## src/rtl/tf_index_sequencer_pkg.sv

```systemverilog
// rtl/tf_index_sequencer_pkg.sv - shared states, stage tables and stage-order constants
package tf_index_sequencer_pkg;

    typedef enum logic [1:0] {
        ST_IDLE = 2'd0,
        ST_RUN  = 2'd1,
        ST_DONE = 2'd2
    } state_e;

    localparam logic [1:0] NTT_FIRST_P  = 2'd3;
    localparam logic [1:0] NTT_LAST_P   = 2'd0;
    localparam logic [1:0] INTT_FIRST_P = 2'd0;
    localparam logic [1:0] INTT_LAST_P  = 2'd3;

    // log2 of N(p): p=3 -> 2, p=2 -> 8, p=1/p=0 -> 32
    function automatic logic [2:0] n_log2(input logic [1:0] p);
        case (p)
            2'd3:    return 3'd1;
            2'd2:    return 3'd3;
            default: return 3'd5;
        endcase
    endfunction

    function automatic logic [5:0] n_count(input logic [1:0] p);
        return 6'd1 << n_log2(p);
    endfunction

    function automatic logic [4:0] first_k(input logic [1:0] p, input logic down);
        logic [5:0] top;
        top = n_count(p) - 6'd1;
        return down ? top[4:0] : 5'd0;
    endfunction

    // Twiddle table base offset of each stage inside the shared tf ROM
    function automatic logic [5:0] tf_base(input logic [1:0] p);
        case (p)
            2'd3:    return 6'd0;
            2'd2:    return 6'd2;
            2'd1:    return 6'd10;
            default: return 6'd42;
        endcase
    endfunction

endpackage

```

## src/rtl/tf_index_sequencer_stage_index_counter.sv

```systemverilog
// rtl/tf_index_sequencer_stage_index_counter.sv - repeat counter plus up/down k counter with stage terminal count
module stage_index_counter #(
    parameter int BEATS_PER_STAGE = 64
) (
    input  logic       clk_i,
    input  logic       rst_ni,
    input  logic       load_i,
    input  logic [4:0] load_k_i,
    input  logic       step_i,
    input  logic       down_i,
    input  logic [2:0] n_log2_i,
    output logic [4:0] k_o,
    output logic       stage_last_o
);

    localparam int RW = $clog2(BEATS_PER_STAGE);

    logic [RW-1:0] rpt_q, rpt_d, rpt_max;
    logic [4:0]    k_q, k_d, k_last;
    logic [5:0]    n_m1;
    logic          row_last;

    assign rpt_max      = RW'((BEATS_PER_STAGE >> n_log2_i) - 1);
    assign n_m1         = (6'd1 << n_log2_i) - 6'd1;
    assign k_last       = down_i ? 5'd0 : n_m1[4:0];
    assign row_last     = (rpt_q == rpt_max);
    assign stage_last_o = row_last && (k_q == k_last);
    assign k_o          = k_q;

    // The owner reloads at the stage boundary, so k never steps past its terminal value
    always_comb begin
        rpt_d = rpt_q;
        k_d   = k_q;
        if (load_i) begin
            rpt_d = '0;
            k_d   = load_k_i;
        end else if (step_i) begin
            if (row_last) begin
                rpt_d = '0;
                k_d   = down_i ? k_q - 5'd1 : k_q + 5'd1;
            end else begin
                rpt_d = rpt_q + RW'(1);
            end
        end
    end

    always_ff @(posedge clk_i or negedge rst_ni) begin
        if (!rst_ni) begin
            rpt_q <= '0;
            k_q   <= '0;
        end else begin
            rpt_q <= rpt_d;
            k_q   <= k_d;
        end
    end

endmodule

```

## src/rtl/tf_index_sequencer.sv

```systemverilog
// rtl/tf_index_sequencer.sv - NTT/INTT twiddle stage and index beat sequencer
module tf_index_sequencer
    import tf_index_sequencer_pkg::*;
#(
    parameter int BEATS_PER_STAGE = 64
) (
    input  logic       clk_i,
    input  logic       rst_ni,
    input  logic       start_i,
    input  logic       mode_i,
    input  logic       ready_i,
    output logic       valid_o,
    output logic [1:0] p_o,
    output logic [4:0] k_o,
    output logic [3:0] conf_o,
    output logic       busy_o,
    output logic       done_o
);

    state_e     state_q, state_d;
    logic       mode_q, mode_d;
    logic [1:0] p_q, p_d, last_p;
    logic       valid_q, valid_d, busy_q, busy_d, done_q, done_d;
    logic [3:0] conf_q, conf_d;
    logic       cnt_load, cnt_step, stage_last;
    logic [4:0] cnt_load_k;

    assign last_p = mode_q ? INTT_LAST_P : NTT_LAST_P;

    always_comb begin
        state_d    = state_q;
        mode_d     = mode_q;
        p_d        = p_q;
        valid_d    = valid_q;
        busy_d     = busy_q;
        done_d     = 1'b0;
        conf_d     = conf_q;
        cnt_load   = 1'b0;
        cnt_load_k = 5'd0;
        cnt_step   = 1'b0;
        case (state_q)
            ST_IDLE: begin
                if (start_i) begin
                    state_d    = ST_RUN;
                    mode_d     = mode_i;
                    p_d        = mode_i ? INTT_FIRST_P : NTT_FIRST_P;
                    valid_d    = 1'b1;
                    busy_d     = 1'b1;
                    conf_d     = 4'b0001 << p_d;
                    cnt_load   = 1'b1;
                    cnt_load_k = first_k(p_d, mode_i);
                end
            end
            ST_RUN: begin
                if (ready_i) begin
                    if (stage_last && (p_q == last_p)) begin
                        state_d  = ST_DONE;
                        valid_d  = 1'b0;
                        busy_d   = 1'b0;
                        done_d   = 1'b1;
                        p_d      = 2'd0;
                        conf_d   = 4'b0000;
                        cnt_load = 1'b1;
                    end else if (stage_last) begin
                        // Next stage is presented on the very next cycle: no bubble
                        p_d        = mode_q ? p_q + 2'd1 : p_q - 2'd1;
                        conf_d     = 4'b0001 << p_d;
                        cnt_load   = 1'b1;
                        cnt_load_k = first_k(p_d, mode_q);
                    end else begin
                        cnt_step = 1'b1;
                    end
                end
            end
            ST_DONE: state_d = ST_IDLE;
            default: state_d = ST_IDLE;
        endcase
    end

    always_ff @(posedge clk_i or negedge rst_ni) begin
        if (!rst_ni) begin
            state_q <= ST_IDLE;
            mode_q  <= 1'b0;
            p_q     <= 2'd0;
            valid_q <= 1'b0;
            busy_q  <= 1'b0;
            done_q  <= 1'b0;
            conf_q  <= 4'b0000;
        end else begin
            state_q <= state_d;
            mode_q  <= mode_d;
            p_q     <= p_d;
            valid_q <= valid_d;
            busy_q  <= busy_d;
            done_q  <= done_d;
            conf_q  <= conf_d;
        end
    end

    stage_index_counter #(
        .BEATS_PER_STAGE(BEATS_PER_STAGE)
    ) u_counter (
        .clk_i       (clk_i),
        .rst_ni      (rst_ni),
        .load_i      (cnt_load),
        .load_k_i    (cnt_load_k),
        .step_i      (cnt_step),
        .down_i      (mode_q),
        .n_log2_i    (n_log2(p_q)),
        .k_o         (k_o),
        .stage_last_o(stage_last)
    );

    assign valid_o = valid_q;
    assign p_o     = p_q;
    assign conf_o  = conf_q;
    assign busy_o  = busy_q;
    assign done_o  = done_q;

endmodule

```

## config.mk

```make
export PLATFORM = sky130hd
export DESIGN_NAME = tf_index_sequencer
export DESIGN_NICKNAME = d
export VERILOG_FILES = /design/src/rtl/tf_index_sequencer_pkg.sv /design/src/rtl/tf_index_sequencer_stage_index_counter.sv /design/src/rtl/tf_index_sequencer.sv
export SDC_FILE = /design/constraint.sdc
export NUM_CORES = 1
export LEC_CHECK = 0
export ABC_AREA = 1
export BUFFER_PORTS_ARGS = -buffer_cell sky130_fd_sc_hd__buf_2
export CAP_MARGIN = 20
export CORE_MARGIN = 3
export CORE_UTILIZATION = 50
export DETAILED_ROUTE_END_ITERATION = 10
export PLACE_DENSITY = 0.69
export SETUP_SLACK_MARGIN = 0.2
export SYNTH_ARGS = -nofsm -noshare
export SYNTH_HDL_FRONTEND = slang
export SYNTH_HIERARCHICAL = 1
export SYNTH_SLANG_ARGS = --single-unit
export TNS_END_PERCENT = 20
```

## constraint.sdc

```tcl
create_clock -name clk_i -period 4.1 [get_ports clk_i]
set_clock_uncertainty 0.05 [all_clocks]
set_input_delay 0.615 -clock clk_i [delete_from_list [all_inputs] [get_ports clk_i]]
set_output_delay 0.615 -clock clk_i [all_outputs]
set_load 0.01 [all_outputs]
```

* After elaboration in Yosys (flattened, before gate mapping) *
Index checks and enable logic that the tools add are counted.

storage, ports and cells
  bits in registers = 22
  latch bits = 0
  bits in writable memories = 0
  bits in read-only memories = 0
  bits of input ports = 5
  output and inout bits = 14
  word-level logic and storage cells = 105
  memories kept = 0

operators by class
  add/sub/neg operators = 9
  multiply operators = 0
  div/mod/pow operators = 0
  magnitude comparators = 0
  equal/unequal tests = 14
  shift operators = 6
  mux-type cells = 57
  bitwise logic cells = 0
  reductions and logical operators = 11

operator list
  cell                                               count
  two-way mux 5 bit                                  11
  two-way mux 2 bit                                  10
  subtractor 5 x 1 -> 5 bit (second input constant)  4
  two-way mux 3 bit                                  6
  two-way mux 6 bit                                  3
  case mux 3 bit (2 select lines)                    3
  two-way mux 4 bit                                  4
  << shifter 1 x 3 -> 5 bit (first input constant)   3
  two-way mux 1 bit                                  14
  equality test 2 bit (second input constant)        6
  case mux 5 bit (2 select lines)                    1
  case mux 2 bit (2 select lines)                    2
  case mux 4 bit (2 select lines)                    1
  AND reduction 4 bit                                2
  << shifter 1 x 2 -> 4 bit (first input constant)   2
  right shift 7 x 3 -> 6 bit (first input constant)  1
  adder 6 x 1 -> 6 bit (second input constant)       1
  equality test 6 bit                                1
  inequality test 2 bit (second input constant)      3
  nonzero test 2 bit                                 3
  subtractor 6 x 2 -> 6 bit (second input constant)  1
  adder 5 x 1 -> 5 bit (second input constant)       1
  equality test 5 bit                                1
  case mux 1 bit (2 select lines)                    2
  other kinds (9)                                    11

* Logic depth before layout (Yosys ltp) *
Gate-level depths: netlist of run 1.

  word-level depth = 19
  gate-level depth with buffers = 23
  mapped depth without buffers = 23

* Cells and area by module *
The synthesis of run 1 kept the hierarchy.

modules (own cells, without submodules)
  module               times used  cells each  area each (um2)  sequential area each (um2)
  stage_index_counter  1           159         1138.6           275.3
  tf_index_sequencer   1           79          660.6            275.3

* Worst setup path before layout of run 1 *
OpenSTA, ideal clock, no wires.

  path kind = register to register
  start point = register p_q[1], in the netlist p_o[1]
  end point = register u_counter.k_q[0], in the netlist u_counter/k_o[0]
  setup time = 0.117 ns
  arrival = 3.564 ns
  data required time = 3.933 ns
  path slack = 0.368 ns
  cell stages (with the launch flop) = 22
  buffers on the path = 1
  clock period less this slack = 3.732 ns
  cells stage by stage = dfrtp_1 -> inv_1 -> nor2_1 -> inv_1 -> nand3_1 -> ha_1 -> xnor2_1 -> a21oi_1 -> nand3_2 -> nor2_4 -> nand2_4 -> nor3_1 -> nand2_2 -> nor2_8 -> inv_2 -> nand2_2 -> clkbuf_1 -> inv_1 -> nand2_8 -> nand2_4 -> nand2_1 -> nand2_1

between the ends
  elaborated cells on any way between the ends = 42
  those cells by class = add/sub: 5; eq/ne: 7; shift: 3; mux: 22; reduce/logical: 5

RTL lines
  item                                                               RTL line                                            RTL
  start, declared                                                    tf_index_sequencer.sv:22                            logic [1:0] p_q, p_d, last_p;
  start signal, assigned                                             tf_index_sequencer.sv:92                            p_q <= p_d;
  equality test 2 bit                                                tf_index_sequencer_pkg.sv:17                        case (p)
  case mux 3 bit (2 select lines) (*)                                tf_index_sequencer_pkg.sv:17
  branches (longest 4 deep; another with subtractor 6 x 2 -> 6 bit)  --
  logical AND 1 bit (*)                                              tf_index_sequencer_stage_index_counter.sv:27        assign stage_last_o = row_last && (k_q == k_last);
  net stage_last                                                     tf_index_sequencer.sv:25                            logic cnt_load, cnt_step, stage_last;
  two-way mux 1 bit / logical AND 1 bit (equally long branches)      tf_index_sequencer.sv:64, tf_index_sequencer.sv:56
  two-way mux 1 bit (*)                                              tf_index_sequencer.sv:56                            if (stage_last && (p_q == last_p)) begin
  two-way mux 1 bit (*)                                              tf_index_sequencer.sv:55                            if (ready_i) begin
  case mux 1 bit (2 select lines) (*)                                tf_index_sequencer.sv:41                            case (state_q)
  net cnt_load                                                       tf_index_sequencer.sv:25
  nonzero test 2 bit (no line)                                       --
  AND reduction 2 bit (no line)                                      --
  end signal, assigned                                               tf_index_sequencer_stage_index_counter.sv:53        k_q <= k_d;
  end, declared                                                      tf_index_sequencer_stage_index_counter.sv:19        logic [4:0] k_q, k_d, k_last;

Mark *: on every way through the listed nets, which the timed path passes. The select of a mux whose other input is x is not followed.
A chain may end at the register's enable or synchronous reset.

* Worst setup path in the final report of run 1 *
  start point = register p_q[1], in the netlist p_o[1]
  end point = register u_counter.rpt_q[5]

between the ends
  longest elaborated chain between the ends = 12
  elaborated cells on any way between the ends = 25
  those cells by class = add/sub: 2; eq/ne: 5; shift: 2; mux: 13; reduce/logical: 3

ends and longest elaborated chain
  item                                                               RTL line                                            RTL
  equality test 2 bit                                                tf_index_sequencer_pkg.sv:17
  case mux 3 bit (2 select lines) (*)                                tf_index_sequencer_pkg.sv:17
  branches (longest 4 deep; another with subtractor 6 x 2 -> 6 bit)  --
  logical AND 1 bit (*)                                              tf_index_sequencer_stage_index_counter.sv:27
  net stage_last                                                     tf_index_sequencer.sv:25
  two-way mux 1 bit / logical AND 1 bit (equally long branches)      tf_index_sequencer.sv:64, tf_index_sequencer.sv:56
  two-way mux 1 bit (*)                                              tf_index_sequencer.sv:56
  two-way mux 1 bit (*)                                              tf_index_sequencer.sv:55
  case mux 1 bit (2 select lines) (*)                                tf_index_sequencer.sv:41
  net cnt_load                                                       tf_index_sequencer.sv:25
  two-way mux 6 bit / nonzero test 2 bit (equally long branches)     --
  end signal, assigned                                               tf_index_sequencer_stage_index_counter.sv:52        rpt_q <= rpt_d;
  end, declared                                                      tf_index_sequencer_stage_index_counter.sv:18        logic [RW-1:0] rpt_q, rpt_d, rpt_max;

Marks and branches as above.

==> flow_summary_export.csv, run 1 <==
group,metric,value,unit
sta,tns,0,ps
worst_setup_path,cp-end-kind,"register",
clock_tree,cts.reportedPaths.clkPinSlew,110,ps
detailed_routing,postRouteAntennaNets,0,
cells_and_area,syn_to_final_growth,10.2,%
hold_path,worstHoldPathType,"in2async",
worst_setup_path,critPathMostFrequentCell,"inv_2",
synthesis,synth-seq-cells,22,
global_route,grt-ovfl-total,0,
synthesis,syn_area,1800,um^2
synthesis,muxShareOfSynthArea,0,
clock_tree,ctsLongestPathBuffers,2,
floorplan,num_rows,21,
sta,hold_violations,0,
floorplan,ioPinCount,19,
detailed_routing,totalWireLength,3510,um
worst_setup_path,critPathKind,"reg2reg",
worst_setup_path,required,4270,ps
clock_tree,postCtsHoldBufs,0,
synthesis,synth_top_family_by_area,"simple AND/OR/NAND/NOR gates",
clock_tree,cts_num_sinks,22,
worst_setup_path,path_max_fanout,14,
worst_setup_path,r2r_end,"u_counter/rpt_q[5]",
sta,fin_ws,631,ps
synthesis,synth_compound_area_frac,0.0709,
worst_setup_path,rr_worst_depth,21,
synthesis,syn_area_per_cell,7.56,um^2
detailed_routing,wl_per_cell,11.5,um
placed_design,place_congestion,0.933,
floorplan,initial_core_util,0.531,
worst_setup_path,cp-start-kind,"register",
global_route,grt_start_max_net_pins,23,
synthesis,syn_inst,238,
clock_tree,cts_root_buf,"clkbuf_4",
worst_setup_path,slowest_stage,"dfrtp_1",
sta,fmax,0.288,GHz
detailed_routing,drtPass1Iterations,4,
sta,finalSetupViolCount,0,
placed_design,portBuffers,18,
clock_tree,h-tree-depth,1,
outcome,status,"complete, no violations",
placed_design,dp_hpwl,2790,um
global_route,antenna_found_initial,0,
cells_and_area,finalNetCount,282,
synthesis,synthXorXnorAreaFrac,0.0633,
sta,slew_violations,0,
pwr,power.leakage,1.04,nW
synthesis,synthAdderAreaFrac,0.115,
job,max_cap_violations,0,
global_route,grt.total_usage,0.183,
clock_tree,cts_tree,"done",
synthesis,synthesis.nets,259,
pwr,power.density,631,nW/um^2
worst_setup_path,worstReg2RegStart,"p_o[1]",
floorplan,core,3390,um^2
sta,rsz0062_at_grt,"false",
synthesis,synth-simple-area-share,0.369,
worst_setup_path,arrival,3640,ps
global_route,grt_pass1_vias,1432,
detailed_routing,vias,1509,
floorplan,die_h,66.0,um
detailed_routing,drtIter0Drc,77,
detailed_routing,drc,0,
floorplan,die_w,66.0,um
pwr,peakVddDrop,0.241,mV
clock_tree,numCtsBuffers,3,
clock_tree,clkLatencyLatePin,300,ps
global_route,grt_pass1_wl,6220,um
synthesis,ys_warn_count,6,
synthesis,yosysSeqAreaShare,0.306,
cells_and_area,antennaDiodeCount,0,
detailed_routing,viasPerCell,4.95,
worst_setup_path,slowest_delay,420,ps
cells_and_area,drive_above_1_share,0.228,
synthesis,synth_cell_types,31,
placed_design,dp_slack,99.8,ps
worst_setup_path,reg2reg_slack,630,ps
worst_setup_path,path_cells,"inv_2 > nor2_1 > inv_2 > ha_1 > clkinv_1 > nand4_1 > nand3_1 > nand3_1 > nor2_2 > nand2_4 > nor3_2 > nand2_2 > nor2_8 > inv_2 > nand2_4 > nor2_1 > inv_2 > nand4_1 > nor3_1 > xor2_1 > a21boi_1",
sta,finalCritPeriodShare,0.846,
sta,finalCriticalPeriod,3470,ps
floorplan,die_area,4350,um^2
==> how the worst max path moves through the flow <==
stage / start / to / slack (ps) / depth (start not counted)
after CTS: p_o[1] / u_counter/rpt_q[5] / 310 / 21
after floorplan: p_o[1] / u_counter/k_o[0] / 370 / 21
after detailed placement: p_o[1] / u_counter/rpt_q[5] / 100 / 21
after global routing: p_o[1] / u_counter/rpt_q[5] / 210 / 21
final: p_o[1] / u_counter/rpt_q[5] / 630 / 21
after global placement: p_o[1] / u_counter/rpt_q[5] / 240 / 21
==> cells in the final DEF (no fill, tap or decap), types with 8 or more instances in the layout <==
| cell type | netlist | routed |
|---|---|---|
| buf_2 | 1 | 18 |
| dfrtp_1 | 22 | 22 |
| ha_1 | 15 | 15 |
| inv_1 | 20 | 18 |
| inv_2 | 7 | 9 |
| nand2_1 | 61 | 61 |
| nand3_1 | 22 | 22 |
| nor2_1 | 15 | 15 |
| o21ai_0 | 8 | 8 |
==> report_power, final <==
group	total [mW]	switching (mW)	internal, mW
Clock	0.0927	0.0585	0.0342
Combinational	0.776	0.471	0.304
Sequential	0.382	0.0966	0.285
Total	1.25	0.626	0.624
==> registers in the layout (all words and copies together), names as in the netlist <==
| signal | cells |
|---|---|
| u_counter/k_o | 5 |
| mode_q | 1 |
| done_o | 1 |
| conf_o | 4 |
| u_counter/rpt_q | 6 |
| state_q | 2 |
| p_o | 2 |
| busy_o | 1 |
==> kinds of logic after synthesis <==
logic type,Yosys count
adders and majority gates,16
DFF,22
buffers and inverters,32
other,1
and+or+nand+nor,131
AOI/OAI and AO/OA,23
xor gates and xnor gates,13
==> synth_stat cells, drive strengths merged <==
cell	number	area, um^2
nand2	73	333
inv	27	101
nand3	26	150
dfrtp	22	551
nor2	21	118
ha	15	188
o21ai	14	77.6
a21oi	7	35.0
xor2	7	61.3
nand4	6	37.5
xnor2	6	52.6
nor3	5	25.0
buf	3	23.8
a21boi	1	7.51
clkbuf	1	3.75
clkinv	1	3.75
conb	1	3.75
fa	1	20.0
o21bai	1	7.51
==> metrics by stage <==
step | power, mW | instance area [um^2] | hold slack [ps] | util | std cells
3_5_place_dp | 1.15 | 1930 | 412 | 0.568 | 299
3_3_place_gp | 1.15 | 1930 | 414 | 0.568 | 299
2_1_floorplan | 0.969 | 1800 | 269 | - | 238
6_report | 1.25 | 1980 | 209 | 0.585 | 305
4_1_cts | 1.25 | 1950 | 226 | 0.577 | 302
5_1_grt | 1.39 | 1980 | 237 | 0.585 | 305
==> timing repair <==
| action | in CTS | in global routing |
|---|---|---|
| buffers inserted | 0 | 3 |
| resized for setup | 2 | 2 |
| endpoints found under the setup margin | 2 | 4 |
==> routing by layer <==
metal | global-route usage | share of wire | vias up
met5 | 0 | 0 | -
met4 | 0.0533 | 0.0083 | 0
met3 | 0.0204 | 0.026 | 4
met2 | 0.294 | 0.46 | 17
met1 | 0.259 | 0.51 | 684
li1 | - | - | 804
==> critical path, delay by kind of cell, from the launching register on <==
kind / cells / cell delay (ps)
simple gates: 13 / 1840
buf+inv: 5 / 470
flops: 1 / 420
fa+ha+maj: 1 / 300
compound gates: 1 / 160
xor+xnor: 1 / 150
==> cell type report <==
cell class                 count  area [um^2]
sequential                    22          551
fill                         328         1410
timing repair buffer          22          120
multi-input combinational    184         1130
tap                           46         57.6
clock buffer                   3         22.5
inverter                      28          105
Power figures use the tool's default switching activity.
==> run 2: changes to the inputs <==
==> constraint.sdc (replaced) <==
create_clock -name clk_i -period 3.4 [get_ports clk_i]
set_clock_uncertainty 0.05 [all_clocks]
set_input_delay 0.51 -clock clk_i [delete_from_list [all_inputs] [get_ports clk_i]]
set_output_delay 0.51 -clock clk_i [all_outputs]
set_load 0.01 [all_outputs]
==> flow_summary_export.csv, run 2 (synthesis results as in run 1) <==
group,metric,value,unit
floorplan,num_rows,21,
worst_setup_path,path_max_fanout,7,
clock_tree,cts_num_sinks,22,
placed_design,place_congestion,1.01,
sta,hold_violations,0,
detailed_routing,drc,0,
floorplan,initial_core_util,0.531,
worst_setup_path,cp-start-kind,"register",
floorplan,die_h,66.0,um
cells_and_area,antennaDiodeCount,0,
pwr,seq_power_share,0.256,
cells_and_area,seq_area,551,um^2
global_route,grt-ovfl-total,0,
cells_and_area,largest_reg_flops,6,
detailed_routing,viasPerCell,5.05,
detailed_routing,drtPass1Iterations,4,
pwr,peakVddDrop,0.281,mV
floorplan,die_area,4350,um^2
placed_design,dp_hpwl,3030,um
pwr,power.leakage,1.14,nW
cells_and_area,nFillCells,301,
worst_setup_path,reg2reg_slack,430,ps
global_route,grt_start_max_net_pins,23,
detailed_routing,drtIter0Drc,102,
pwr,p_sw,848,uW
detailed_routing,wl_per_cell,12.2,um
cells_and_area,largest_register,"u_counter/rpt_q",
global_route,antenna_found_initial,0,
sta,fin_ws,432,ps
cells_and_area,multi_input_area,1230,um^2
global_route,grt_pass1_wl,6630,um
pwr,pwr-share-clk,0.085,
sta,finalCriticalPeriod,2970,ps
clock_tree,ctsLongestPathBuffers,2,
sta,rsz0062_at_grt,"false",
clock_tree,h-tree-depth,1,
placed_design,dp_slack,1.13,ps
clock_tree,numCtsBuffers,3,
floorplan,ioPinCount,19,
cells_and_area,syn_to_final_growth,22.5,%
sta,tns,0,ps
sta,finalCritPeriodShare,0.873,
hold_path,worstHoldPathType,"in2async",
pwr,swShare,0.487,
detailed_routing,vias,1605,
sta,slew_violations,0,
sta,finalSetupViolCount,0,
detailed_routing,totalWireLength,3880,um
pwr,power.density,791,nW/um^2
pwr,power_frac_comb,0.659,
job,max_cap_violations,0,
placed_design,portBuffers,18,
clock_tree,cts_root_buf,"clkbuf_4",
clock_tree,cts.reportedPaths.clkPinSlew,120,ps
sta,fmax,0.337,GHz
cells_and_area,finalNetCount,294,
floorplan,core,3390,um^2
global_route,grt.total_usage,0.198,
detailed_routing,postRouteAntennaNets,0,
worst_setup_path,critPathKind,"reg2reg",
cells_and_area,layout_commonest_cell,"nand2_1",
floorplan,die_w,66.0,um
worst_setup_path,arrival,3170,ps
outcome,status,"complete, no violations",
clock_tree,clkLatencyLatePin,310,ps
clock_tree,cts_tree,"done",
worst_setup_path,required,3610,ps
worst_setup_path,cp-end-kind,"register",
cells_and_area,drive_above_1_share,0.320,
global_route,grt_pass1_vias,1462,
pwr,p_int,895,uW
cells_and_area,layout_common_cells,"60 x nand2_1, 22 x dfrtp_1, 19 x nand3_1",
run 2: changes by cell type in the layout (fill, tap and decap cells not counted), sizes merged:
cell,change
buf,+12
clkbuf,+1
run 2: power by group through the flow:
| stage | Clock [mW] | Combinational [mW] | Sequential (mW) |
|---|---|---|---|
| floorplan | 0 | 0.716 | 0.467 |
| global placement | 0 | 0.971 | 0.454 |
| detailed placement | 0 | 0.970 | 0.454 |
| CTS | 0.155 | 1.02 | 0.448 |
| global route | 0.162 | 1.29 | 0.464 |
| finish | 0.148 | 1.15 | 0.447 |
run 2: final timing paths:
kind | startpoint | end | cells past startpoint
worst max-delay path | p_o[1] | u_counter/rpt_q[5] | 20
worst min-delay path | rst_ni | u_counter/rpt_q[4] | 1
worst max register to register | p_o[1] | u_counter/rpt_q[5] | 20
worst min register to register | conf_o[2] | conf_o[2] | 2
max in group asynchronous | rst_ni | u_counter/k_o[1] | 1
min in group clk_i | conf_o[2] | conf_o[2] | 2
run 2: layer usage:
| layer | vias to the layer above | share of wire | track usage |
|---|---|---|---|
| met5 | - | 0 | 0 |
| met3 | 8 | 0.046 | 0.0255 |
| li1 | 832 | - | - |
| met4 | 0 | 0.018 | 0.0939 |
| met1 | 733 | 0.46 | 0.278 |
| met2 | 32 | 0.48 | 0.300 |
run 2: timing repair:
| action | in CTS | in global routing |
|---|---|---|
| endpoints found under the setup margin | 8 | 8 |
| setup buffers | 4 | 6 |
| hold buffers | 0 | 0 |
| pin swaps | 0 | 18 |
| gates resized for setup | 4 | 22 |
run 2: metrics by stage:
stage	power, mW	hold WS, ps	std cells	cell area, um^2	util
2_1_floorplan	1.18	164	238	1810	-
3_3_place_gp	1.42	414	304	1980	0.583
3_5_place_dp	1.42	417	304	1980	0.583
4_1_cts	1.63	104	312	2060	0.607
5_1_grt	1.92	110	318	2200	0.650
6_report	1.74	85.8	318	2200	0.650
run 2: layout make-up:
class / instances / area share
multi-input combinational: 184 / 0.558
sequential: 22 / 0.250
timing repair buffer: 34 / 0.0988
inverter: 28 / 0.0511
tap: 46 / 0.0261
clock buffer: 4 / 0.0165
run 2: critical path, cell delays in order, from the launching register on:
cell and delay [ps]:
dfrtp_1 430, inv_4 100, nor2_4 50, buf_4 160
ha_1 230, nor2_4 100, xnor2_2 120, nand2_1 60
o21ai_1 90, nand2_1 120, nor3_4 230, nand2_2 120
nor2_8 140, inv_4 50, nand2_2 60, nor2_2 60
inv_2 90, nand4_1 140, nor3_2 210, xor2_1 140
a21boi_2 150
